`src/rtl/psum_requant_drain_pkg.sv`:
```
// Shared constants, FSM state type and lane helpers for the
// partial-sum accumulate / requantize / drain block.
package psum_requant_drain_pkg;

  localparam int LANES  = 9;
  localparam int PSUM_W = 32;
  localparam int OFM_W  = 8;
  localparam int CNT_W  = 10;

  localparam logic signed [OFM_W-1:0] OFM_MAX =
    {1'b0, {(OFM_W-1){1'b1}}};
  localparam logic signed [OFM_W-1:0] OFM_MIN =
    {1'b1, {(OFM_W-1){1'b0}}};

  typedef enum logic {
    ST_ACC,
    ST_QUANT
  } state_t;

  function automatic logic signed [PSUM_W-1:0] psum_lane(
    input logic [LANES*PSUM_W-1:0] v,
    input int                      k
  );
    return v[k*PSUM_W +: PSUM_W];
  endfunction

  function automatic logic signed [OFM_W-1:0] ofm_lane(
    input logic [LANES*OFM_W-1:0] v,
    input int                     k
  );
    return v[k*OFM_W +: OFM_W];
  endfunction

endpackage

```
`src/rtl/psum_requant_drain_lane.sv`:
```
// requant_lane: acc+bias, round-half-up, arithmetic shift, ReLU, int8 saturate.
// Ports: acc/bias (PSUM_W signed), shift (5), relu -> y (OFM_W signed).
module requant_lane
  import psum_requant_drain_pkg::*;
(
  input  logic signed [PSUM_W-1:0] acc,
  input  logic signed [PSUM_W-1:0] bias,
  input  logic        [4:0]        shift,
  input  logic                     relu,
  output logic signed [OFM_W-1:0]  y
);

  // Two guard bits: the sum and the rounding term never wrap.
  localparam int TW = PSUM_W + 2;

  localparam logic signed [TW-1:0] HI =
    {{(TW-OFM_W){1'b0}}, OFM_MAX};
  localparam logic signed [TW-1:0] LO =
    {{(TW-OFM_W){1'b1}}, OFM_MIN};

  logic signed [TW-1:0] t;
  logic signed [TW-1:0] r;
  logic signed [TW-1:0] s;

  always_comb begin
    t = {{2{acc[PSUM_W-1]}}, acc}
      + {{2{bias[PSUM_W-1]}}, bias};
    r = t;
    if (shift != 5'd0)
      r = t + ({{(TW-1){1'b0}}, 1'b1} << (shift - 5'd1));
    s = r >>> shift;
    if (relu && s < 0)
      s = '0;
    if (s > HI)
      y = OFM_MAX;
    else if (s < LO)
      y = OFM_MIN;
    else
      y = s[OFM_W-1:0];
  end

endmodule

```
`src/rtl/psum_requant_drain.sv`:
```
// Accumulates groups of 9-lane psum vectors, requantizes to int8 and drains
// over valid/ready. Ports: psum_* in stream, acc_len/bias/shift/relu cfg, ofm_* out stream, busy.
module psum_requant_drain
  import psum_requant_drain_pkg::*;
(
  input  logic                      clk,
  input  logic                      rst_n,
  input  logic                      psum_valid,
  output logic                      psum_ready,
  input  logic [LANES*PSUM_W-1:0]   psum_i,
  input  logic [CNT_W-1:0]          acc_len,
  input  logic signed [PSUM_W-1:0]  bias_i,
  input  logic [4:0]                shift_i,
  input  logic                      relu_en,
  output logic                      ofm_valid,
  input  logic                      ofm_ready,
  output logic [LANES*OFM_W-1:0]    ofm_o,
  output logic                      busy
);

  state_t state;
  state_t state_nx;

  logic [CNT_W-1:0]         cnt;
  logic [CNT_W-1:0]         len_q;
  logic [CNT_W-1:0]         len_eff;
  logic signed [PSUM_W-1:0] bias_q;
  logic [4:0]               shift_q;
  logic                     relu_q;
  logic signed [PSUM_W-1:0] acc [LANES];
  logic [LANES*OFM_W-1:0]   ofm_d;

  logic beat;
  logic first;
  logic last;
  logic load;

  assign psum_ready = (state == ST_ACC);
  assign beat  = psum_valid & psum_ready;
  assign first = (cnt == '0);

  // First beat compares against the live acc_len so a 1-pass
  // group closes on the very beat that opens it.
  assign len_eff = !first ? len_q :
                   (acc_len == '0) ? CNT_W'(1) : acc_len;
  assign last = beat & (cnt == len_eff - 1'b1);
  assign load = (state == ST_QUANT) & (~ofm_valid | ofm_ready);
  assign busy = (cnt != '0) | (state == ST_QUANT) | ofm_valid;

  always_ff @(posedge clk or negedge rst_n) begin
    if (!rst_n)
      state <= ST_ACC;
    else
      state <= state_nx;
  end

  always_comb begin
    state_nx = state;
    unique case (state)
      ST_ACC:   if (last) state_nx = ST_QUANT;
      ST_QUANT: if (load) state_nx = ST_ACC;
      default:  state_nx = ST_ACC;
    endcase
  end

  always_ff @(posedge clk or negedge rst_n) begin
    if (!rst_n) begin
      cnt       <= '0;
      len_q     <= CNT_W'(1);
      bias_q    <= '0;
      shift_q   <= '0;
      relu_q    <= 1'b0;
      ofm_o     <= '0;
      ofm_valid <= 1'b0;
      for (int k = 0; k < LANES; k++)
        acc[k] <= '0;
    end else begin
      if (beat) begin
        if (first) begin
          len_q   <= len_eff;
          bias_q  <= bias_i;
          shift_q <= shift_i;
          relu_q  <= relu_en;
        end
        for (int k = 0; k < LANES; k++)
          acc[k] <= first ? psum_lane(psum_i, k)
                          : acc[k] + psum_lane(psum_i, k);
        cnt <= last ? '0 : cnt + 1'b1;
      end
      if (load) begin
        ofm_o     <= ofm_d;
        ofm_valid <= 1'b1;
      end else if (ofm_ready) begin
        ofm_valid <= 1'b0;
      end
    end
  end

  for (genvar g = 0; g < LANES; g++) begin : g_lane
    requant_lane u_lane (
      .acc   (acc[g]),
      .bias  (bias_q),
      .shift (shift_q),
      .relu  (relu_q),
      .y     (ofm_d[g*OFM_W +: OFM_W])
    );
  end

endmodule

```
`config.mk`:
```
export PLATFORM = sky130hd
export DESIGN_NAME = psum_requant_drain
export DESIGN_NICKNAME = d
export VERILOG_FILES = /design/src/rtl/psum_requant_drain_pkg.sv /design/src/rtl/psum_requant_drain_lane.sv /design/src/rtl/psum_requant_drain.sv
export SDC_FILE = /design/constraint.sdc
export NUM_CORES = 2
export LEC_CHECK = 0
export CAP_MARGIN = 25
export CELL_PAD_IN_SITES_DETAIL_PLACEMENT = 2
export CELL_PAD_IN_SITES_GLOBAL_PLACEMENT = 2
export CORE_ASPECT_RATIO = 0.5
export CORE_UTILIZATION = 27
export CTS_CLUSTER_SIZE = 30
export DETAILED_ROUTE_END_ITERATION = 16
export HOLD_SLACK_MARGIN = 0.06
export PLACE_DENSITY_LB_ADDON = 0.1
export SYNTH_ARGS = -nofsm -noshare
export SYNTH_HDL_FRONTEND = slang
export SYNTH_HIERARCHICAL = 1
export SYNTH_SLANG_ARGS = --single-unit
```
`constraint.sdc`:
```
create_clock -name clk -period 10.25 [get_ports clk]
set_clock_uncertainty 0.2 [all_clocks]
set_input_delay 2.05 -clock clk [delete_from_list [all_inputs] [get_ports clk]]
set_output_delay 2.05 -clock clk [all_outputs]
set_load 0.01 [all_outputs]
```
Word-level counts from Yosys, hierarchy flattened
Index checks and enable logic that the tools add are counted.
{"block": "classes", "n_lt_le_gt_ge": 27, "n_addsub": 30, "shift": 10, "n_eq_ne": 1, "bitwise_logic": 8, "mul": 0, "n_reduce_logical": 15, "n_mux": 53, "div": 0}
{"operator": "two-way mux 34 bit", "n": 18}
{"operator": "adder 34 bit", "n": 9}
{"operator": "> comparator 34 x 8 -> 1 bit, second input constant", "n": 9}
{"operator": "< comparator 34 x 1 -> 1 bit, second input constant", "n": 9}
{"operator": "< comparator 34 x 8 -> 1 bit, second input constant", "n": 9}
{"operator": ">>> shifter 34 x 5 -> 34 bit", "n": 9}
{"operator": "adder 32 x 32 -> 33 bit", "n": 9}
{"operator": "adder 32 bit", "n": 9}
{"operator": "two-way mux 32 bit", "n": 9}
{"operator": "two-way mux 8 bit", "n": 18}
{"operator": "<< shifter 1 x 5 -> 34 bit, first input constant", "n": 1}
{"operator": "two-way mux 10 bit", "n": 3}
{"operator": "logical NOT 10 bit", "n": 2}
{"operator": "adder 10 x 1 -> 10 bit, second input constant", "n": 1}
{"operator": "== test 10 bit", "n": 1}
{"operator": "nonzero test 10 bit", "n": 1}
{"operator": "subtractor 10 x 1 -> 10 bit, second input constant", "n": 1}
{"operator": "logical AND 1 bit", "n": 9}
{"operator": "nonzero test 5 bit", "n": 1}
{"operator": "subtractor 5 x 1 -> 5 bit, second input constant", "n": 1}
{"operator": "two-way mux 1 bit", "n": 4}
{"operator": "bitwise AND 1 bit", "n": 3}
{"operator": "bitwise OR 1 bit", "n": 3}
{"operator": "NOT 1 bit", "n": 2}
{"operator": "other kinds (3)", "n": 3}
{"block": "totals", "out_inout_bits": 75, "register_bits": 420, "latchBits": 0, "input_bits": 340, "ram_bits": 0, "memories": 0, "romBits": 0}

Depth between registers and ports, before layout
{"block": "depth", "depth_word": 11, "ltp_mapped": 30}

Modules after synthesis
The synthesis kept the hierarchy.
{"module": "requant_lane (g_lane[5].u_lane ...)", "n_inst": 4, "cells_per_inst": 1222, "area_per_inst_um2": 8047.7, "seq_area_each_um2": 0.0}
{"module": "psum_requant_drain", "n_inst": 1, "cells_per_inst": 3726, "area_per_inst_um2": 31681.6, "seq_area_each_um2": 10511.3}
{"module": "requant_lane (g_lane[0].u_lane ...)", "n_inst": 4, "cells_per_inst": 1149, "area_per_inst_um2": 7470.9, "seq_area_each_um2": 0.0}
{"module": "requant_lane (g_lane[4].u_lane)", "n_inst": 1, "cells_per_inst": 1252, "area_per_inst_um2": 8057.7, "seq_area_each_um2": 0.0}

Least setup slack after synthesis
Ideal clock, no wire load.
{"block": "synth_timing", "kind": "reg2reg", "from": "register shift_q[0]", "to": "register ofm_o[40]", "setup_ps": 125, "arrival_time_ps": 6351, "stages_incl_launch_ff": 27, "path_buffers": 6, "synth_period_minus_slack_ps": 6676, "path_slack_ps": 3574, "cell_sequence": "dfrtp_1 -> buf_2 -> buf_1 -> buf_1 -> clkbuf_1 -> buf_1 -> buf_1 -> nand2_1 -> nor2_1 -> ha_1 -> inv_1 -> fa_1 -> nand2b_1 -> a21o_1 -> a21oi_2 -> nor3_2 -> a311o_1 -> and3_4 -> a22o_1 -> or2_1 -> mux2_2 -> a311oi_2 -> nand2_1 -> nor4b_2 -> a41oi_2 -> o21bai_1 -> mux2_2"}
{"block": "synth_via", "elab_chain_cells": 11, "word_cells_on_any_way": 13, "classes_between": "add/sub: 2; order compare: 3; shift: 2; mux: 4; reduce/logical: 2"}
{"element": "from (decl)", "line_no": "psum_requant_drain.sv:28", "source": "logic [4:0] shift_q;"}
{"element": "from (signal assigned)", "line_no": "psum_requant_drain.sv:82", "source": "shift_q <= shift_i;"}
{"element": "subtractor 5 x 1 -> 5 bit", "line_no": "psum_requant_drain_lane.sv:30", "source": "r = t + ({{(TW-1){1'b0}}, 1'b1} << (shift - 5'd1));"}
{"element": "<< shifter 1 x 5 -> 34 bit", "line_no": "psum_requant_drain_lane.sv:30"}
{"element": "adder 34 bit", "line_no": "psum_requant_drain_lane.sv:30"}
{"element": "two-way mux 34 bit", "line_no": "psum_requant_drain_lane.sv:29", "source": "if (shift != 5'd0)"}
{"element": ">>> shifter 34 x 5 -> 34 bit *", "line_no": "psum_requant_drain_lane.sv:31", "source": "s = r >>> shift;"}
{"element": "< comparator 34 x 1 -> 1 bit", "line_no": "psum_requant_drain_lane.sv:32", "source": "if (relu && s < 0)"}
{"element": "logical AND 1 bit", "line_no": "psum_requant_drain_lane.sv:32"}
{"element": "two-way mux 34 bit *", "line_no": "psum_requant_drain_lane.sv:32"}
{"element": "< comparator 34 x 8 -> 1 bit", "line_no": "psum_requant_drain_lane.sv:36", "source": "else if (s < LO)"}
{"element": "two-way mux 8 bit", "line_no": "psum_requant_drain_lane.sv:36"}
{"element": "two-way mux 8 bit *", "line_no": "psum_requant_drain_lane.sv:34", "source": "if (s > HI)"}
{"element": "named net ofm_d[40]", "line_no": "psum_requant_drain.sv:31", "source": "logic [LANES*OFM_W-1:0] ofm_d;"}
{"element": "to (signal assigned)", "line_no": "psum_requant_drain.sv:91", "source": "ofm_o <= ofm_d;"}
{"element": "to (decl)", "line_no": "psum_requant_drain.sv:17", "source": "output logic [LANES*OFM_W-1:0] ofm_o,"}
Mark *: on every way through the listed nets, which the timed path passes. The rest lies on a longest branch.
A chain may end at the register's enable or synchronous reset.

Worst setup path after layout
{"block": "layout_timing", "from": "register bias_q[0]", "to": "register ofm_o[27]"}
{"block": "layout_via", "elab_chain_cells": 10, "word_cells_on_any_way": 11, "classes_between": "add/sub: 2; order compare: 3; shift: 1; mux: 4; reduce/logical: 1"}
{"element": "from (decl)", "line_no": "psum_requant_drain.sv:27", "source": "logic signed [PSUM_W-1:0] bias_q;"}
{"element": "from (signal assigned)", "line_no": "psum_requant_drain.sv:81", "source": "bias_q <= bias_i;"}
{"element": "adder 32 x 32 -> 33 bit *", "line_no": "psum_requant_drain_lane.sv:27", "source": "+ {{2{bias[PSUM_W-1]}}, bias};"}
{"element": "adder 34 bit", "line_no": "psum_requant_drain_lane.sv:30"}
{"element": "two-way mux 34 bit *", "line_no": "psum_requant_drain_lane.sv:29"}
{"element": ">>> shifter 34 x 5 -> 34 bit *", "line_no": "psum_requant_drain_lane.sv:31"}
{"element": "< comparator 34 x 1 -> 1 bit", "line_no": "psum_requant_drain_lane.sv:32"}
{"element": "logical AND 1 bit", "line_no": "psum_requant_drain_lane.sv:32"}
{"element": "two-way mux 34 bit *", "line_no": "psum_requant_drain_lane.sv:32"}
{"element": "< comparator 34 x 8 -> 1 bit", "line_no": "psum_requant_drain_lane.sv:36"}
{"element": "two-way mux 8 bit", "line_no": "psum_requant_drain_lane.sv:36"}
{"element": "two-way mux 8 bit *", "line_no": "psum_requant_drain_lane.sv:34"}
{"element": "named net ofm_d[27]", "line_no": "psum_requant_drain.sv:31"}
Marked as above.

==> reports/qor.yml <==
grt_pass1_vias: 121061
gp_congestion: 0.917
die_h_um: 436
die_x_um: 870
route.detailed.drc: 0
grt_max_degree: 150
cts_resized: 0
rsz0062_at_grt: "false"
setup_violations: 0
cts_tree: "built"
numCtsBuffers: 60
ant_nets: 0
fmax_ghz: 0.111
synth-edff-count: 0
rows: 159
yosysUniqueCellTypes: 145
drive_gt1_share_pct: 7.87
pin_count: 415
syn_area_sq_um: 102000
arrival_ns: 9.54
clk_pin_slew_ns: 0.07
final_cell_mix: "1655 x nand2_1, 1478 x nor2_1, 1456 x a21oi_1"
status: "finished clean"
cpPeakStageDelay_ns: 0.99
worst_pin_slew_ns: 1.21
maxCapViolCount: 0
fin_crit_sh_pct: 88.2
critPathLaunchType: "register"
drtIter0Drc: 7833
synth_ff_type: "dfrtp_1"
path_buf_inv: 1
layout_commonest_cell: "nand2_1"
cts_sinks: 420
crit_type: "register to register"
finalWirelength_um: 587000
avgViaCountPerCell: 6.08
slew_headroom_pct: 19.3
io_buffers: 414
ys_seq_area_share_pct: 10.3
setup_tns_ns: 0
cp_common_cell: "o21ai_0"
ys_ff_latch: 420
first_pass_iters: 8
grt_overflow: 0
postCtsSetupBuffers: 0
ctsHoldBuffers: 0
critPathSlowestCell: "dfrtp_2"
critPathRequiredTime_ns: 10.76
slew_violations: 0
wire_per_inst_um: 30.3
initial_core_util_pct: 27.1
finalHoldViolations: 0
cts_root_buffer: "clkbuf_16"
grt_use_total_pct: 29.4
async_flop_share_pct: 100
synthToLayoutAreaGrowth_pct: 9.96
path_max_fanout: 13
worst_setup_path_end_kind: "register"
antenna_found_initial: 76
ys_warn_count: 6
cts.htree.levels: 2
synth_area_per_cell_sq_um: 7.04
fillers: 44255
design_area_sq_um: 112000
seqCellArea_sq_um: 10600
insertion_delay_ns: 0.82
vias: 117568
finalCriticalPeriod_ns: 9.04
multi_input_area_sq_um: 85600
die_area_sq_um: 380000
core-area_sq_um: 375000
cp_top_family: "compound AO/OA/AOI/OAI gates"
place_area_sq_um: 110000
hpwl_um: 464000
grt_first_pass_wirelength_um: 853000
worstHoldPathType: "register to register"
synth_fp_nets: 15687
nets: 15503
clock_path_buffers: 3
synthCells: 14462
[per-layer routing]
layer	up-vias	global-route usage [%]	part of all wire, %	routed length [um]
li1	54051	-	-	-
met1	60572	40.0	47	273000
met2	2347	49.1	46	270000
met3	588	2.35	3.6	21000
met4	10	9.93	3.8	22500
met5	-	0	0.012	71
[final cells by class]
type	instances	share of cell area, %
diodes	29	0.0648
clock buffers	80	1.50
clock inverters	32	0.403
inverters	357	1.20
multi-input cells	12807	76.4
flip-flops and latches	420	9.45
well taps	4991	5.58
repair buffers	632	5.37
[path summary, 6_finish.rpt]
kind                            slack [ns]         to       from  cells past startpoint
worst max-delay path                  1.21  ofm_o[27]  bias_q[0]                     26
worst min-delay path                  0.30   ofm_o[0]   ofm_o[0]                      1
worst max register to register        1.21  ofm_o[27]  bias_q[0]                     26
max in group asynchronous             6.76  bias_q[1]      rst_n                      3
worst min register to register        0.30   ofm_o[0]   ofm_o[0]                      1
min in group asynchronous             1.05  ofm_o[40]      rst_n                      1
[cell usage after synthesis (49+ instances only)]
master       n  area, sq um
nor3_1     413         2070
o22ai_1     78          488
or2_2       87          544
buf_2      170          851
nand4_1    246         1540
dfrtp_1    419        10500
inv_1      329         1230
a21oi_1   1457         7290
nand3_1    332         1660
mux4_2      52         1170
nor4_1     111          694
o21ai_0    989         4950
o21bai_1   110          826
nor2b_1     90          563
xor2_1     262         2290
and3_1     173         1080
mux2i_1    275         2750
nor3b_1     54          405
or3_1      139          870
o221ai_1    59          517
a31oi_1    217         1360
o211ai_1   222         1670
clkbuf_8    60          826
a211oi_1   231         1730
o31a_1      53          464
buf_1      114          428
nor2_1    1479         5550
ha_1       858        10700
nand2b_1   199         1240
or4_1       49          368
o21ai_1    138          691
a21o_1     341         2560
mux2_2     231         2600
o21a_1     235         1760
o31ai_1     92          691
a211o_1     98          858
nand2_1   1664         6250
a311oi_1    59          517
xnor2_1    401         3510
clkbuf_1   471         1770
and2_1     120          751
[stage by stage]
| stage | worst slack (ns) | std cells | utilization (%) | hold WS [ns] |
|---|---|---|---|---|
| 2_1_floorplan | 3.57 | 14462 | - | 0.271 |
| 4_1_cts | 1.35 | 19316 | 29.8 | 0.310 |
| 5_1_grt | 0.765 | 19338 | 29.8 | 0.326 |
| 6_report | 1.21 | 19348 | 29.8 | 0.302 |
| 3_3_place_gp | 1.53 | 19200 | 29.2 | 0.288 |
| 3_5_place_dp | 1.38 | 19204 | 29.2 | 0.293 |
[state kept, by name (all words and copies together) (netlist names)]
register   cells
len_q         10
ofm_o         72
relu_q         1
bias_q        32
cnt           10
ofm_valid      1
shift_q        5
acc          288
state          1
[cell families after synthesis]
logic type / after synthesis / synth area share, %
xor gates and xnor gates: 668 / 5.83
buffers and inverters: 1235 / 5.68
DFF: 420 / 10.3
muxes: 570 / 6.68
AOI/OAI and AO/OA: 5297 / 35.0
adders and majority gates: 885 / 11.1
and+or+nand+nor: 5387 / 25.4
Power is left out: the tool's default activity adds up to more than one toggle a clock period on the data nets, which glitch-free logic cannot reach.
